`src/rtl/hour_set_ctrl_if.sv`:
```
// Edit-side bus of the hour setter: user pulses and running hour in,
// edit display and committed hour strobe out.
interface hour_set_ctrl_if;
  logic       hour_format;
  logic [5:0] hours_current;
  logic       set_req;
  logic       inc;
  logic       dec;
  logic       ampm_tgl;
  logic       confirm;
  logic       editing;
  logic [3:0] edit_h_digit_1;
  logic [3:0] edit_h_digit_0;
  logic       edit_pm;
  logic       hours_load;
  logic [5:0] hours_out;

  modport master (
    output hour_format, hours_current, set_req, inc, dec, ampm_tgl, confirm,
    input  editing, edit_h_digit_1, edit_h_digit_0, edit_pm, hours_load, hours_out
  );

  modport slave (
    input  hour_format, hours_current, set_req, inc, dec, ampm_tgl, confirm,
    output editing, edit_h_digit_1, edit_h_digit_0, edit_pm, hours_load, hours_out
  );
endinterface

```
`src/rtl/hour_set_ctrl.sv`:
```
// Hour-setting front end: captures the running hour, edits it in 12h or 24h
// form, and issues a one-cycle load of the 24h result on confirm.
module hour_set_ctrl #(
  parameter int TIMEOUT_CYCLES = 1000
) (
  input logic           clk,
  input logic           reset,
  hour_set_ctrl_if.slave bus
);
  localparam int CW = (TIMEOUT_CYCLES > 2) ? $clog2(TIMEOUT_CYCLES) : 1;
  localparam logic [CW-1:0] TMAX = CW'(TIMEOUT_CYCLES - 1);

  typedef enum logic [1:0] {IDLE, EDIT, COMMIT} state_t;

  state_t        state, state_nxt;
  logic [4:0]    edit_hr, edit_hr_nxt;
  logic          pm, pm_nxt;
  logic          fmt, fmt_nxt;
  logic [CW-1:0] cnt, cnt_nxt;
  logic          load_q, load_nxt;
  logic [5:0]    out_q, out_nxt;
  logic [3:0]    d1_q, d1_nxt, d0_q, d0_nxt;
  logic          editing_q;

  logic [5:0] hc;
  logic [5:0] hc_m12;
  logic [4:0] cap12;
  logic [5:0] conv12;
  logic [4:0] rem;

  // Out-of-range running hours are treated as midnight.
  assign hc     = (bus.hours_current > 6'd23) ? 6'd0 : bus.hours_current;
  assign hc_m12 = hc - 6'd12;

  always_comb begin
    cap12 = hc[4:0];
    if (hc == 6'd0 || hc == 6'd12) cap12 = 5'd12;
    else if (hc > 6'd12)           cap12 = hc_m12[4:0];
  end

  // 12 AM is hour 0 and 12 PM is hour 12; other hours just add the PM offset.
  always_comb begin
    conv12 = {1'b0, edit_hr} + (pm ? 6'd12 : 6'd0);
    if (edit_hr == 5'd12) conv12 = pm ? 6'd12 : 6'd0;
  end

  always_comb begin
    state_nxt   = state;
    edit_hr_nxt = edit_hr;
    pm_nxt      = pm;
    fmt_nxt     = fmt;
    cnt_nxt     = cnt;
    load_nxt    = 1'b0;
    out_nxt     = out_q;
    d1_nxt      = 4'd0;
    d0_nxt      = 4'd0;
    rem         = 5'd0;

    case (state)
      IDLE: begin
        if (bus.set_req) begin
          state_nxt   = EDIT;
          fmt_nxt     = bus.hour_format;
          cnt_nxt     = '0;
          pm_nxt      = (hc >= 6'd12);
          edit_hr_nxt = bus.hour_format ? cap12 : hc[4:0];
        end
      end
      EDIT: begin
        if (bus.hour_format != fmt) begin
          state_nxt = IDLE;
        end else if (bus.confirm) begin
          state_nxt = COMMIT;
          load_nxt  = 1'b1;
          out_nxt   = fmt ? conv12 : {1'b0, edit_hr};
          cnt_nxt   = '0;
        end else if (bus.inc || bus.dec) begin
          cnt_nxt = '0;
          if (bus.inc && !bus.dec) begin
            if (fmt) edit_hr_nxt = (edit_hr == 5'd12) ? 5'd1 : edit_hr + 5'd1;
            else     edit_hr_nxt = (edit_hr == 5'd23) ? 5'd0 : edit_hr + 5'd1;
          end else if (bus.dec && !bus.inc) begin
            if (fmt) edit_hr_nxt = (edit_hr == 5'd1) ? 5'd12 : edit_hr - 5'd1;
            else     edit_hr_nxt = (edit_hr == 5'd0) ? 5'd23 : edit_hr - 5'd1;
          end
          if (!fmt) pm_nxt = (edit_hr_nxt >= 5'd12);
        end else if (bus.ampm_tgl && fmt) begin
          pm_nxt  = !pm;
          cnt_nxt = '0;
        end else if (cnt == TMAX) begin
          state_nxt = IDLE;
        end else begin
          cnt_nxt = cnt + 1'b1;
        end
      end
      COMMIT: state_nxt = IDLE;
      default: state_nxt = IDLE;
    endcase

    if (edit_hr_nxt >= 5'd20) begin
      d1_nxt = 4'd2;
      rem    = edit_hr_nxt - 5'd20;
    end else if (edit_hr_nxt >= 5'd10) begin
      d1_nxt = 4'd1;
      rem    = edit_hr_nxt - 5'd10;
    end else begin
      rem    = edit_hr_nxt;
    end
    d0_nxt = rem[3:0];
  end

  always_ff @(posedge clk or posedge reset) begin
    if (reset) begin
      state     <= IDLE;
      edit_hr   <= 5'd0;
      pm        <= 1'b0;
      fmt       <= 1'b0;
      cnt       <= '0;
      load_q    <= 1'b0;
      out_q     <= 6'd0;
      d1_q      <= 4'd0;
      d0_q      <= 4'd0;
      editing_q <= 1'b0;
    end else begin
      state     <= state_nxt;
      edit_hr   <= edit_hr_nxt;
      pm        <= pm_nxt;
      fmt       <= fmt_nxt;
      cnt       <= cnt_nxt;
      load_q    <= load_nxt;
      out_q     <= out_nxt;
      d1_q      <= d1_nxt;
      d0_q      <= d0_nxt;
      editing_q <= (state_nxt == EDIT);
    end
  end

  assign bus.editing        = editing_q;
  assign bus.edit_h_digit_1 = d1_q;
  assign bus.edit_h_digit_0 = d0_q;
  assign bus.edit_pm        = pm;
  assign bus.hours_load     = load_q;
  assign bus.hours_out      = out_q;
endmodule

```
`src/flat_wrapper.sv`:
```
// flat-port wrapper written by rule: the top's interface ports become plain ports
module hour_set_ctrl_flat 
#(
  parameter int TIMEOUT_CYCLES = 1000
)
  (clk, reset, bus_hour_format, bus_hours_current, bus_set_req, bus_inc, bus_dec, bus_ampm_tgl, bus_confirm, bus_editing, bus_edit_h_digit_1, bus_edit_h_digit_0, bus_edit_pm, bus_hours_load, bus_hours_out);
  hour_set_ctrl_if bus_i ();
  input logic clk;
  input logic reset;
  input wire logic [$bits(bus_i.hour_format)-1:0] bus_hour_format;
  input wire logic [$bits(bus_i.hours_current)-1:0] bus_hours_current;
  input wire logic [$bits(bus_i.set_req)-1:0] bus_set_req;
  input wire logic [$bits(bus_i.inc)-1:0] bus_inc;
  input wire logic [$bits(bus_i.dec)-1:0] bus_dec;
  input wire logic [$bits(bus_i.ampm_tgl)-1:0] bus_ampm_tgl;
  input wire logic [$bits(bus_i.confirm)-1:0] bus_confirm;
  output wire logic [$bits(bus_i.editing)-1:0] bus_editing;
  output wire logic [$bits(bus_i.edit_h_digit_1)-1:0] bus_edit_h_digit_1;
  output wire logic [$bits(bus_i.edit_h_digit_0)-1:0] bus_edit_h_digit_0;
  output wire logic [$bits(bus_i.edit_pm)-1:0] bus_edit_pm;
  output wire logic [$bits(bus_i.hours_load)-1:0] bus_hours_load;
  output wire logic [$bits(bus_i.hours_out)-1:0] bus_hours_out;
  assign bus_i.hour_format = bus_hour_format;
  assign bus_i.hours_current = bus_hours_current;
  assign bus_i.set_req = bus_set_req;
  assign bus_i.inc = bus_inc;
  assign bus_i.dec = bus_dec;
  assign bus_i.ampm_tgl = bus_ampm_tgl;
  assign bus_i.confirm = bus_confirm;
  assign bus_editing = bus_i.editing;
  assign bus_edit_h_digit_1 = bus_i.edit_h_digit_1;
  assign bus_edit_h_digit_0 = bus_i.edit_h_digit_0;
  assign bus_edit_pm = bus_i.edit_pm;
  assign bus_hours_load = bus_i.hours_load;
  assign bus_hours_out = bus_i.hours_out;
  hour_set_ctrl #(.TIMEOUT_CYCLES(TIMEOUT_CYCLES)) u_core (.clk(clk), .reset(reset), .bus(bus_i));
endmodule
```
`config.mk`:
```
export PLATFORM = sky130hd
export DESIGN_NAME = hour_set_ctrl_flat
export DESIGN_NICKNAME = d
export VERILOG_FILES = /design/src/rtl/hour_set_ctrl_if.sv /design/src/rtl/hour_set_ctrl.sv /design/src/flat_wrapper.sv
export SDC_FILE = /design/constraint.sdc
export NUM_CORES = 1
export LEC_CHECK = 0
export ABC_AREA = 1
export CELL_PAD_IN_SITES_DETAIL_PLACEMENT = 1
export CELL_PAD_IN_SITES_GLOBAL_PLACEMENT = 2
export CORE_UTILIZATION = 33
export DETAILED_ROUTE_END_ITERATION = 10
export PLACE_DENSITY_LB_ADDON = 0.25
export RECOVER_POWER = 50
export SLEW_MARGIN = 20
export SYNTH_ARGS = -nofsm -noshare
export SYNTH_HDL_FRONTEND = slang
export SYNTH_SLANG_ARGS = --single-unit
```
`constraint.sdc`:
```
create_clock -name clk -period 4.15 [get_ports clk]
set_input_delay 0.6225 -clock clk [delete_from_list [all_inputs] [get_ports clk]]
set_output_delay 0.6225 -clock clk [all_outputs]
set_load 0.01 [all_outputs]
```
==> flow_metrics.env <==
export IMPL_cts_buffer_depth=2
export IMPL_clkLatencyLatePin_ps=280
export IMPL_tns_ps=0
export IMPL_grt_first_pass_wirelength_um=11000
export IMPL_crit_path_start_kind="input port"
export IMPL_crit_fanout=6
export IMPL_cts_resized=0
export IMPL_ant_nets=0
export IMPL_clockRootBuffer="clkbuf_8"
export IMPL_fp_row_count=30
export IMPL_crit_chain="dlygate4sd3_1 -> inv_1 -> nand2_1 -> nand2_1 -> nand2_1 -> nor2_2 -> inv_1 -> a21oi_1 -> nand2_1 -> nand3_1 -> nand2_2 -> ha_1 -> nand2_1 -> nor2_2 -> nor2_4 -> nand2_1 -> nand2_1 -> nand2_1 -> nand2_1 -> nand2_1"
export IMPL_antenna_found_initial=0
export IMPL_grt_ovfl_total=0
export IMPL_max_freq_ghz=0.328
export IMPL_h_tree_depth=2
export IMPL_path_buf_inv=3
export IMPL_antenna_cells=0
export IMPL_status="finished clean"
export IMPL_die_w_um=86.1
export IMPL_die_h_um=86.1
export IMPL_place_area_um2=2710
export IMPL_postSynthAreaPerCell_um2=6.73
export IMPL_slew_violations=0
export IMPL_grt_max_degree=27
export IMPL_fin_crit_sh_pct=73.5
export IMPL_io_pins=31
export IMPL_start_util_pct=34.2
export IMPL_synth_seq_area_share_pct=34.3
export IMPL_powerDensity_nw_per_um2=564
export IMPL_vias=2246
export IMPL_worstRegToRegCells=21
export IMPL_fin_worst_skew_ps=6.28
export IMPL_cp_depth=20
export IMPL_p_leak_nw=1.43
export IMPL_yosysWarnings=0
export IMPL_power_w=0.00160
export IMPL_ys_ff_latch=32
export IMPL_fin_area_um2=2830
export IMPL_max_cap_violations=0
export IMPL_holdPathStages=2
export IMPL_place_ws_ps=855
export IMPL_grt_pass1_vias=2345
export IMPL_syn_inst=347
export IMPL_cts_hold_buf=0
export IMPL_place_congestion=0.792
export IMPL_drt_pass1_iter_count=4
export IMPL_synth_cell_types=30
export IMPL_worstSetupEndpointType="register"
export IMPL_max_stage_delay_ps=590
export IMPL_clkTransAtPathRegs_ps=70
export IMPL_finalHoldViolCount=0
export IMPL_coreArea_um2=6830
export IMPL_fin_nets=404
export IMPL_cp_top_family="simple AND/OR/NAND/NOR gates"
export IMPL_io_buffers=28
export IMPL_worst_path_max_delay_cell="dlygate4sd3_1"
export IMPL_hpwl_um=5190
export IMPL_syn2layout_area_growth_pct=21.2
export IMPL_drc=0
export IMPL_die_area_um2=7410
export IMPL_crit_top_cell="nand2_1"
export IMPL_timing_final_ws_setup_ps=1100
export IMPL_vias_per_cell=4.73
export IMPL_period_needed_ps=3050
export IMPL_cts_sinks=32
export IMPL_drt_initial_drc_count=53
export IMPL_final_setup_viol_count=0
export IMPL_vdd_drop_max_uv=251
export IMPL_cp_data_arrival_time_ps=3220
export IMPL_syn_cell_area_um2=2330
export IMPL_grt_use_total_pct=18.9
export IMPL_criticalPathCategory="in -> reg"
export IMPL_wl_um=6480
export IMPL_rsz0062_at_grt="false"
export IMPL_cts_tree="yes"
export IMPL_layout_drive_gt1_share_pct=7.12
export IMPL_cp_required_ps=4320
export IMPL_relSlewSlack_pct=33.3
export IMPL_min_path_type="reg -> reg"
export IMPL_nFillCells=908
export IMPL_worst_slew_pin_slew_ps=999
export IMPL_cts_setup_buffers=0
export IMPL_avgRoutedWirePerCell_um=13.6
export IMPL_cts_buffers=5
-- final timing paths --
| check | from | endpoint | slack, ps |
|---|---|---|---|
| setup / recovery | bus_hour_format | u_core.bus.edit_h_digit_0[1] | 1100 |
| hold / removal | u_core.bus.hours_out[0] | u_core.bus.hours_out[0] | 480 |
| setup reg to reg | u_core.edit_hr[0] | u_core.bus.edit_h_digit_0[1] | 1340 |
| hold reg to reg | u_core.bus.hours_out[0] | u_core.bus.hours_out[0] | 480 |
| max in group asynchronous | reset | u_core.state[0] | 2290 |
| min in group asynchronous | reset | u_core.cnt[6] | 1020 |
-- sequential cells by signal, indices dropped and copies added, names as in the netlist --
name                       flops
u_core.bus.edit_h_digit_0      3
u_core.bus.edit_h_digit_1      2
u_core.bus.edit_pm             1
u_core.bus.editing             1
u_core.bus.hours_load          1
u_core.bus.hours_out           6
u_core.cnt                    10
u_core.edit_hr                 5
u_core.fmt                     1
u_core.state                   2
-- per-layer routing --
layer,routed length (um),GRT usage (%),vias to the layer above
met1,3090,24.2,1048
met2,3220,33.8,30
met4,48,3.03,0
met3,111,2.89,6
li1,-,-,1162
met5,0,0,-
-- logic make-up (layout without fill, tap and decap cells) --
logic type,after synthesis,in the layout,synth area share (%)
and+or+nand+nor,185,185,34.8
buffers and inverters,63,94,10.7
AOI/OAI and AO/OA,50,50,11.8
DFF,32,32,34.3
adders and majority gates,12,12,6.75
xor gates and xnor gates,4,4,1.50
other,1,2,0.161
-- where the power goes --
| group | total [W] | internal, W | switching (W) | leakage [nW] |
|---|---|---|---|---|
| combinational | 0.000775 | 0.000307 | 0.000467 | 0.940 |
| sequential | 0.000493 | 0.000392 | 0.000101 | 0.424 |
| clock | 0.000329 | 0.000212 | 0.000117 | 0.0645 |
| total | 0.00160 | 0.000911 | 0.000685 | 1.43 |
-- cell usage after synthesis --
cell type | instances | area [um^2]
buf_2 | 2 | 10.0
a22oi_1 | 1 | 7.51
nor2_2 | 5 | 31.3
clkbuf_1 | 1 | 3.75
fa_1 | 1 | 20.0
buf_4 | 3 | 22.5
nand3_2 | 3 | 30.0
nor2_4 | 1 | 11.3
dfrtp_1 | 32 | 801
nand4_1 | 5 | 31.3
nand3_1 | 36 | 180
o41ai_1 | 1 | 8.76
nand2_1 | 96 | 360
a21oi_2 | 1 | 8.76
a21oi_1 | 13 | 65.1
o31ai_1 | 2 | 15.0
o22ai_1 | 2 | 12.5
inv_1 | 53 | 199
o21ai_1 | 1 | 5.00
xor2_1 | 4 | 35.0
o21ai_0 | 26 | 130
nor2_1 | 29 | 109
inv_2 | 4 | 15.0
nand2_2 | 6 | 37.5
and2_1 | 1 | 6.26
nor3_1 | 3 | 15.0
o211ai_1 | 1 | 7.51
conb_1 | 1 | 3.75
o21bai_1 | 2 | 15.0
ha_1 | 11 | 138
-- layout make-up --
| cell class | count | area [um^2] | share of cell area, % |
|---|---|---|---|
| Tap cell | 96 | 120 | 4.24 |
| Timing Repair Buffer | 29 | 284 | 10.0 |
| Multi-Input combinational cell | 253 | 1280 | 45.4 |
| Inverter | 57 | 214 | 7.56 |
| Clock buffer | 7 | 96.3 | 3.40 |
| Clock inverter | 1 | 30.0 | 1.06 |
| Sequential cell | 32 | 801 | 28.3 |
-- worst reg2reg max path, delay by kind of cell, from the launching register on --
family        cells  cell delay (ps)
fa+ha+maj         2              390
buf+inv           2              230
flops             1              480
simple gates     17             1590
-- stage by stage --
step	std cells	utilization [%]	hold WS, ps
2_1_floorplan	348	-	493
3_3_place_gp	467	39.7	469
3_5_place_dp	467	39.7	472
4_1_cts	475	41.5	490
5_1_grt	475	41.4	515
6_report	475	41.4	484
-- cells in the final DEF, fill, tap and decap left out --
master	count
nor3_1	3
o211ai_1	1
a22oi_1	1
o21ai_1	1
o21bai_1	2
inv_1	53
nand4_1	5
ha_1	11
o21ai_0	26
fa_1	1
dfrtp_1	32
clkdlybuf4s50_1	22
a21oi_2	1
conb_1	2
nand2_1	97
nor2_1	29
o31ai_1	2
bufinv_16	1
o22ai_1	2
o41ai_1	1
nand3_1	36
a21oi_1	13
and2_1	1
nor2_2	5
inv_2	4
xor2_1	4
clkbuf_1	1
clkbuf_8	7
dlygate4sd3_1	6
nor2_4	1
nand2_2	5
nand3_2	3
No activity file was read; power rests on OpenSTA's default activity.
